===== src/rtl/npc_mem_arbiter_pkg.sv =====
// -----------------------------------------------------------------------------
// npc_mem_arbiter_pkg
// Shared types and constants for the npc memory arbiter:
//   - arb_state_e : FSM encoding (IDLE / REQ / WAIT, 2 bits)
//   - arb_owner_e : which requester owns the bus transaction (IF / LSU)
//   - ARB_TIMEOUT_CYC : default watchdog limit
//   - arb_hold()  : stall-request decode shared by the top level
// -----------------------------------------------------------------------------
package npc_mem_arbiter_pkg;

  typedef enum logic [1:0] {
    ARB_IDLE = 2'b00,
    ARB_REQ  = 2'b01,
    ARB_WAIT = 2'b10
  } arb_state_e;

  typedef enum logic {
    ARB_OWN_IF  = 1'b0,
    ARB_OWN_LSU = 1'b1
  } arb_owner_e;

  localparam int unsigned ARB_TIMEOUT_CYC = 32'd255;

  // The core must stall whenever a request is pending or memory has not answered yet.
  function automatic logic arb_hold(input arb_state_e st, input logic any_req, input logic rvalid);
    logic hold_v;
    case (st)
      ARB_IDLE: hold_v = any_req;
      ARB_REQ:  hold_v = 1'b1;
      ARB_WAIT: hold_v = ~rvalid;
      default:  hold_v = 1'b0;
    endcase
    return hold_v;
  endfunction

endpackage


===== src/rtl/npc_arb_wdog.sv =====
// -----------------------------------------------------------------------------
// npc_arb_wdog
// Load/count/expire watchdog for the memory arbiter. Only instantiated when
// NPC_MEM_ARB_TIMEOUT_EN is defined.
// Ports:
//   clk, rst  : clock, asynchronous active-high reset
//   clr       : restart the count (transaction accepted from IDLE)
//   en        : count this cycle (arbiter in REQ or WAIT)
//   expired   : high in the LIMIT-th counted cycle of a transaction
// -----------------------------------------------------------------------------
module npc_arb_wdog #(
  parameter int unsigned LIMIT = 32'd255
) (
  input  logic clk,
  input  logic rst,
  input  logic clr,
  input  logic en,
  output logic expired
);

  localparam int unsigned CW = (LIMIT < 32'd2) ? 32'd1 : $clog2(LIMIT);
  localparam logic [CW-1:0] LAST = CW'(LIMIT - 32'd1);
  localparam logic [CW-1:0] ONE  = CW'(32'd1);
  localparam logic [CW-1:0] ZERO = CW'(32'd0);

  logic [CW-1:0] cnt_r;

  // The first counted cycle sits at zero, so LIMIT cycles end when the count reads LIMIT-1.
  assign expired = en & (cnt_r == LAST);

  // Cycle counter: cleared on a new transaction, saturates at the expiry value.
  always_ff @(posedge clk or posedge rst) begin
    if (rst) begin
      cnt_r <= ZERO;
    end else if (clr) begin
      cnt_r <= ZERO;
    end else if (en && !expired) begin
      cnt_r <= cnt_r + ONE;
    end else begin
      cnt_r <= cnt_r;
    end
  end

endmodule


===== src/rtl/npc_mem_arbiter.sv =====
// -----------------------------------------------------------------------------
// npc_mem_arbiter
// Shares one memory bus between instruction fetch (IF) and the load/store
// unit (LSU) of the npc core. One bus transaction is outstanding at a time;
// LSU wins simultaneous requests. hold_flag_o stalls the core while busy.
//
// Optional feature: define NPC_MEM_ARB_TIMEOUT_EN to enable a watchdog that
// aborts a transaction after TIMEOUT_CYC cycles in REQ/WAIT (owner rvalid with
// rdata 0 plus a one-cycle err_o). Without it, err_o is tied low.
//
// Ports:
//   clk, rst                          : clock, async active-high reset
//   if_req/if_addr                    : fetch request (held until if_gnt)
//   if_gnt/if_rvalid/if_rdata         : fetch accept pulse, data pulse, data
//   lsu_req/lsu_we/lsu_addr/
//   lsu_wdata/lsu_wstrb               : load/store request (held until lsu_gnt)
//   lsu_gnt/lsu_rvalid/lsu_rdata      : LSU accept pulse, data/ack pulse, data
//   bus_req/bus_we/bus_addr/
//   bus_wdata/bus_wstrb               : bus command (from latched registers)
//   bus_gnt/bus_rvalid/bus_rdata      : bus accept, response, response data
//   hold_flag_o                       : stall request to the core
//   err_o                             : watchdog abort pulse
// -----------------------------------------------------------------------------
module npc_mem_arbiter
  import npc_mem_arbiter_pkg::*;
#(
  parameter int unsigned ADDR_W      = 32'd64,
  parameter int unsigned DATA_W      = 32'd64,
  parameter int unsigned TIMEOUT_CYC = ARB_TIMEOUT_CYC
) (
  input  logic                clk,
  input  logic                rst,
  input  logic                if_req,
  input  logic [ADDR_W-1:0]   if_addr,
  output logic                if_gnt,
  output logic                if_rvalid,
  output logic [DATA_W-1:0]   if_rdata,
  input  logic                lsu_req,
  input  logic                lsu_we,
  input  logic [ADDR_W-1:0]   lsu_addr,
  input  logic [DATA_W-1:0]   lsu_wdata,
  input  logic [DATA_W/8-1:0] lsu_wstrb,
  output logic                lsu_gnt,
  output logic                lsu_rvalid,
  output logic [DATA_W-1:0]   lsu_rdata,
  output logic                bus_req,
  output logic                bus_we,
  output logic [ADDR_W-1:0]   bus_addr,
  output logic [DATA_W-1:0]   bus_wdata,
  output logic [DATA_W/8-1:0] bus_wstrb,
  input  logic                bus_gnt,
  input  logic                bus_rvalid,
  input  logic [DATA_W-1:0]   bus_rdata,
  output logic                hold_flag_o,
  output logic                err_o
);

  localparam int unsigned STRB_W = DATA_W / 32'd8;

  arb_state_e          state_r;
  arb_state_e          state_nxt_s;
  arb_owner_e          owner_r;
  logic                we_r;
  logic [ADDR_W-1:0]   addr_r;
  logic [DATA_W-1:0]   wdata_r;
  logic [STRB_W-1:0]   wstrb_r;
  logic [DATA_W-1:0]   if_rdata_r;
  logic [DATA_W-1:0]   lsu_rdata_r;

  logic                take_lsu_s;
  logic                take_if_s;
  logic                gnt_s;
  logic                rsp_s;
  logic [DATA_W-1:0]   rsp_data_s;
  logic                err_s;
  logic                expire_s;
  logic                busy_s;

  assign busy_s = (state_r == ARB_REQ) | (state_r == ARB_WAIT);

`ifdef NPC_MEM_ARB_TIMEOUT_EN
  npc_arb_wdog #(
    .LIMIT   (TIMEOUT_CYC)
  ) u_wdog (
    .clk     (clk),
    .rst     (rst),
    .clr     (take_lsu_s | take_if_s),
    .en      (busy_s),
    .expired (expire_s)
  );
`else
  assign expire_s = 1'b0;
`endif

  // Next-state and per-cycle event decode; a real response beats a same-cycle expiry.
  always_comb begin
    state_nxt_s = state_r;
    take_lsu_s  = 1'b0;
    take_if_s   = 1'b0;
    gnt_s       = 1'b0;
    rsp_s       = 1'b0;
    rsp_data_s  = {DATA_W{1'b0}};
    err_s       = 1'b0;
    case (state_r)
      ARB_IDLE: begin
        if (lsu_req) begin
          take_lsu_s  = 1'b1;
          state_nxt_s = ARB_REQ;
        end else if (if_req) begin
          take_if_s   = 1'b1;
          state_nxt_s = ARB_REQ;
        end else begin
          state_nxt_s = ARB_IDLE;
        end
      end
      ARB_REQ: begin
        if (expire_s) begin
          rsp_s       = 1'b1;
          err_s       = 1'b1;
          state_nxt_s = ARB_IDLE;
        end else if (bus_gnt) begin
          gnt_s       = 1'b1;
          state_nxt_s = ARB_WAIT;
        end else begin
          state_nxt_s = ARB_REQ;
        end
      end
      ARB_WAIT: begin
        if (bus_rvalid) begin
          rsp_s       = 1'b1;
          rsp_data_s  = bus_rdata;
          state_nxt_s = ARB_IDLE;
        end else if (expire_s) begin
          rsp_s       = 1'b1;
          err_s       = 1'b1;
          state_nxt_s = ARB_IDLE;
        end else begin
          state_nxt_s = ARB_WAIT;
        end
      end
      default: begin
        state_nxt_s = ARB_IDLE;
      end
    endcase
  end

  // State, owner and latched bus command; the command is frozen for the whole transaction.
  always_ff @(posedge clk or posedge rst) begin
    if (rst) begin
      state_r <= ARB_IDLE;
      owner_r <= ARB_OWN_IF;
      we_r    <= 1'b0;
      addr_r  <= {ADDR_W{1'b0}};
      wdata_r <= {DATA_W{1'b0}};
      wstrb_r <= {STRB_W{1'b0}};
    end else begin
      state_r <= state_nxt_s;
      if (take_lsu_s) begin
        owner_r <= ARB_OWN_LSU;
        we_r    <= lsu_we;
        addr_r  <= lsu_addr;
        wdata_r <= lsu_wdata;
        // Reads carry no byte enables on the bus.
        wstrb_r <= lsu_we ? lsu_wstrb : {STRB_W{1'b0}};
      end else if (take_if_s) begin
        owner_r <= ARB_OWN_IF;
        we_r    <= 1'b0;
        addr_r  <= if_addr;
        wdata_r <= {DATA_W{1'b0}};
        wstrb_r <= {STRB_W{1'b0}};
      end else begin
        owner_r <= owner_r;
        we_r    <= we_r;
        addr_r  <= addr_r;
        wdata_r <= wdata_r;
        wstrb_r <= wstrb_r;
      end
    end
  end

  // Last delivered read data per requester, so the non-owner's rdata stays stable.
  always_ff @(posedge clk or posedge rst) begin
    if (rst) begin
      if_rdata_r  <= {DATA_W{1'b0}};
      lsu_rdata_r <= {DATA_W{1'b0}};
    end else if (rsp_s && (owner_r == ARB_OWN_LSU)) begin
      if_rdata_r  <= if_rdata_r;
      lsu_rdata_r <= rsp_data_s;
    end else if (rsp_s) begin
      if_rdata_r  <= rsp_data_s;
      lsu_rdata_r <= lsu_rdata_r;
    end else begin
      if_rdata_r  <= if_rdata_r;
      lsu_rdata_r <= lsu_rdata_r;
    end
  end

  // Steer the one-cycle events to the owner; response data passes through in its cycle.
  always_comb begin
    if_gnt      = gnt_s & (owner_r == ARB_OWN_IF);
    lsu_gnt     = gnt_s & (owner_r == ARB_OWN_LSU);
    if_rvalid   = rsp_s & (owner_r == ARB_OWN_IF);
    lsu_rvalid  = rsp_s & (owner_r == ARB_OWN_LSU);
    if_rdata    = if_rvalid ? rsp_data_s : if_rdata_r;
    lsu_rdata   = lsu_rvalid ? rsp_data_s : lsu_rdata_r;
    bus_req     = (state_r == ARB_REQ);
    bus_we      = we_r;
    bus_addr    = addr_r;
    bus_wdata   = wdata_r;
    bus_wstrb   = wstrb_r;
    // Stall is forced low during reset so every output reads zero.
    hold_flag_o = ~rst & arb_hold(state_r, if_req | lsu_req, bus_rvalid);
    err_o       = err_s;
  end

endmodule


===== config.mk =====
export PLATFORM = sky130hd
export DESIGN_NAME = npc_mem_arbiter
export DESIGN_NICKNAME = d
export VERILOG_FILES = /design/src/rtl/npc_mem_arbiter_pkg.sv /design/src/rtl/npc_arb_wdog.sv /design/src/rtl/npc_mem_arbiter.sv
export SDC_FILE = /design/constraint.sdc
export NUM_CORES = 1
export LEC_CHECK = 0
export ABC_AREA = 1
export BUFFER_PORTS_ARGS = -buffer_cell sky130_fd_sc_hd__buf_4
export CAP_MARGIN = 25
export CORE_AREA = 5 5 211 213
export CTS_CLUSTER_SIZE = 14
export DETAILED_ROUTE_END_ITERATION = 8
export DIE_AREA = 0 0 216 218
export PLACE_DENSITY = 0.58
export SETUP_SLACK_MARGIN = 0.15
export SLEW_MARGIN = 10
export SYNTH_ARGS = -nofsm -noshare
export SYNTH_HDL_FRONTEND = slang
export SYNTH_SLANG_ARGS = --single-unit

===== constraint.sdc =====
create_clock -name clk -period 8.2 [get_ports clk]
set_clock_uncertainty 0.2 [all_clocks]
set_input_delay 0.41 -clock clk [delete_from_list [all_inputs] [get_ports clk]]
set_output_delay 0.41 -clock clk [all_outputs]
set_load 0.05 [all_outputs]

==> impl_metrics.csv <==
group,metric,value,unit
power,power_frac_seq,24.2,%
layout,layout.nets,2481,
clocking,cts_tree,"built",
clocking,clk_pin_slew,60,ps
sta,rsz0062_at_grt,"no",
sta,min_period,3711,ps
floorplan,initial_core_util,27.23,%
sta,fin_crit_sh,45.25,%
global_route,grt_first_pass_wirelength,74.69,mm
synth,synth_seq_cells,268,
route,route.detailed.drc,0,
sta,fmax,269.5,MHz
worst_setup_path,required,7590,ps
clocking,insertion_delay,560,ps
power,switchingPower,4.835,mW
worst_setup_path,cp-start-kind,"flop",
global_route,antenna_found_initial,4,
route,drt_iter0_drc,883,
power,pwr-share-comb,59.8,%
synth,synth_area_per_cell,8.004,sq um
worst_setup_path,crit_arrival,3100,ps
synth,yosys_warnings,0,
outcome,status,"finished clean",
sta,fin_ws,4489,ps
floorplan,ioPinCount,543,
placement,place_ws,5022,ps
floorplan,die_h,218,microns
power,p_sw_share,52.21,%
layout,final_cell_mix,"nand2_1, buf_4, dfrtp_1",
power,pwr_density_cell,466.2,nW/um^2
synth,synth-seq-area-share,57.95,%
global_route,grt_max_degree,79,
sta,setup_viol,0,
synth,netlist_instances,1446,
route,ant_nets,0,
clocking,cts_buffers,31,
sta,tns,0,ps
synth,synthesis.nets,1717,
worst_setup_path,critical_path_class,"flop to primary output",
floorplan,die_w,216,microns
route,routed_wl,48.14,mm
global_route,track_usage,19.66,%
power,power.share.clock,16.0,%
route,wl_per_cell,17.31,microns
sta,worst_pin_slew,853.0,ps
route,vias,12550,
layout,layout-drive-gt1-share,27.87,%
synth,syn_area,11570,sq um
clocking,cts_sinks,268,
route,drt-pass1-iter-count,5,
power,power_leakage,10.94,nW
placement,dpl_cell_area,16060,sq um
sta,holdWs,43.67,ps
layout,area_delta_synth_final,71.63,%
hold_path,hold_path.class,"input port to flop",
floorplan,core-area,42510,sq um
layout,layout_commonest_cell,"nand2_1",
worst_setup_path,endpoint_kind,"primary output",
floorplan,row_count,76,
placement,dpl.hpwl,32.40,mm
placement,io_buffer_count,541,
job,drv_cap,0,
route,via_per_inst,4.512,
sta,max_slew_margin,43.13,%
synth,ys_types,14,
clocking,cts-root-buf,"clkbuf_16",
worst_setup_path,crit_path_max_fanout,67,
floorplan,die_area,47090,sq um
power,max-vdd-ir-drop,0.2504,mV
global_route,gr-total-overflow,0,
placement,gp_congestion,0.8194,
clocking,clockBufferDepth,3,
clocking,ctsHtreeMaxLevel,1,
sta,report.final.slew_viol_count,0,
sta,finalHoldViolCount,0,
global_route,grt_pass1_vias,12990,
layout,fin_area,19860,sq um
power,p_int,4.425,mW
## path summary, 6_finish.rpt
path | startpoint | endpoint | slack (ps) | cells past startpoint
setup / recovery | state_r[0]$_DFF_PP0_ | if_rdata[40] | 4490 | 9
hold / removal | lsu_addr[36] | bus_addr[36]$_DFFE_PP0P_ | 40 | 5
setup reg to reg | state_r[1]$_DFF_PP0_ | bus_addr[47]$_DFFE_PP0P_ | 5280 | 8
hold reg to reg | if_rdata_r[11]$_DFFE_PP0P_ | if_rdata_r[11]$_DFFE_PP0P_ | 260 | 2
max in group asynchronous | rst | bus_wdata[62]$_DFFE_PP0P_ | 5560 | 5
min in group asynchronous | rst | lsu_rdata_r[32]$_DFFE_PP0P_ | 260 | 3
## metal layers
metal  global-route usage [%]  up-vias  wire (microns)
met2                    33.93      560           23510
met3                    5.664       89            4149
li1                         -     5972               -
met1                    23.77     5925           18860
met5                        0        -              13
met4                    6.402        2            1607
## cells in the mapped netlist
library cell	instances	area, sq um
buf_1	9	33.78
buf_2	53	265.3
buf_4	7	52.55
clkbuf_1	24	90.09
conb_1	1	3.750
dfrtp_1	268	6706
inv_1	139	521.8
inv_2	1	3.750
nand2_1	730	2740
nand3_1	132	660.6
nand4_1	65	406.6
nor2_1	6	22.52
nor3_4	1	16.27
o21ai_0	10	50.05
## flip-flops by register name, summed over array words and instances (netlist names)
| register | flops |
|---|---|
| bus_addr | 64 |
| bus_wdata | 64 |
| if_rdata_r | 64 |
| lsu_rdata_r | 64 |
| bus_wstrb | 8 |
| state_r | 2 |
| bus_we | 1 |
| owner_r | 1 |
## critical path, cell delays in order, from the launching register on
cell and delay (ps):
dfrtp_1 400, inv_1 140, nand2_1 130, inv_2 60
buf_4 600, nand3_2 280, buf_4 430, nand2_1 140
nand2_1 110, buf_4 210
## power groups by stage
stage	sequential (mW)	combinational, mW	clock [mW]
after floorplan	3.28	2.52	0
after global placement	2.23	5.28	0
after detailed placement	2.24	5.31	0
after CTS	2.24	5.55	1.53
after global routing	2.31	5.86	1.58
final	2.24	5.54	1.48
## what timing repair did
item,CTS,global route
buffers inserted,0,0
resized for setup,0,0
endpoints found under the setup margin,0,0
endpoints found under the hold margin,338,0
hold buffers,267,0
## cell type report
type	count	area, sq um
Sequential cell	268	6706
Inverter	140	533.0
Antenna cell	3	7.507
Clock inverter	14	198.9
Timing Repair Buffer	824	6907
Fill cell	4001	22640
Clock buffer	41	893.4
Multi-Input combinational cell	945	3935
Tap cell	546	683.2
## per-stage QoR
| stage | utilization (%) | instances | power [mW] |
|---|---|---|---|
| finish | 46.73 | 2781 | 9.260 |
| global route | 46.73 | 2781 | 9.749 |
| CTS | 46.65 | 2777 | 9.309 |
| detailed placement | 37.79 | 2455 | 7.556 |
| global placement | 37.68 | 2453 | 7.511 |
| floorplan | - | 1446 | 5.796 |
## cells by family after synthesis
| group | count (synthesis) | synth area share (%) |
|---|---|---|
| other | 1 | 0.03240 |
| AO/OA/AOI/OAI | 10 | 0.4324 |
| AND/OR/NAND/NOR | 934 | 33.23 |
| buffers and inverters | 233 | 8.357 |
| flip-flops | 268 | 57.95 |
(Power assumes the default switching activity.)
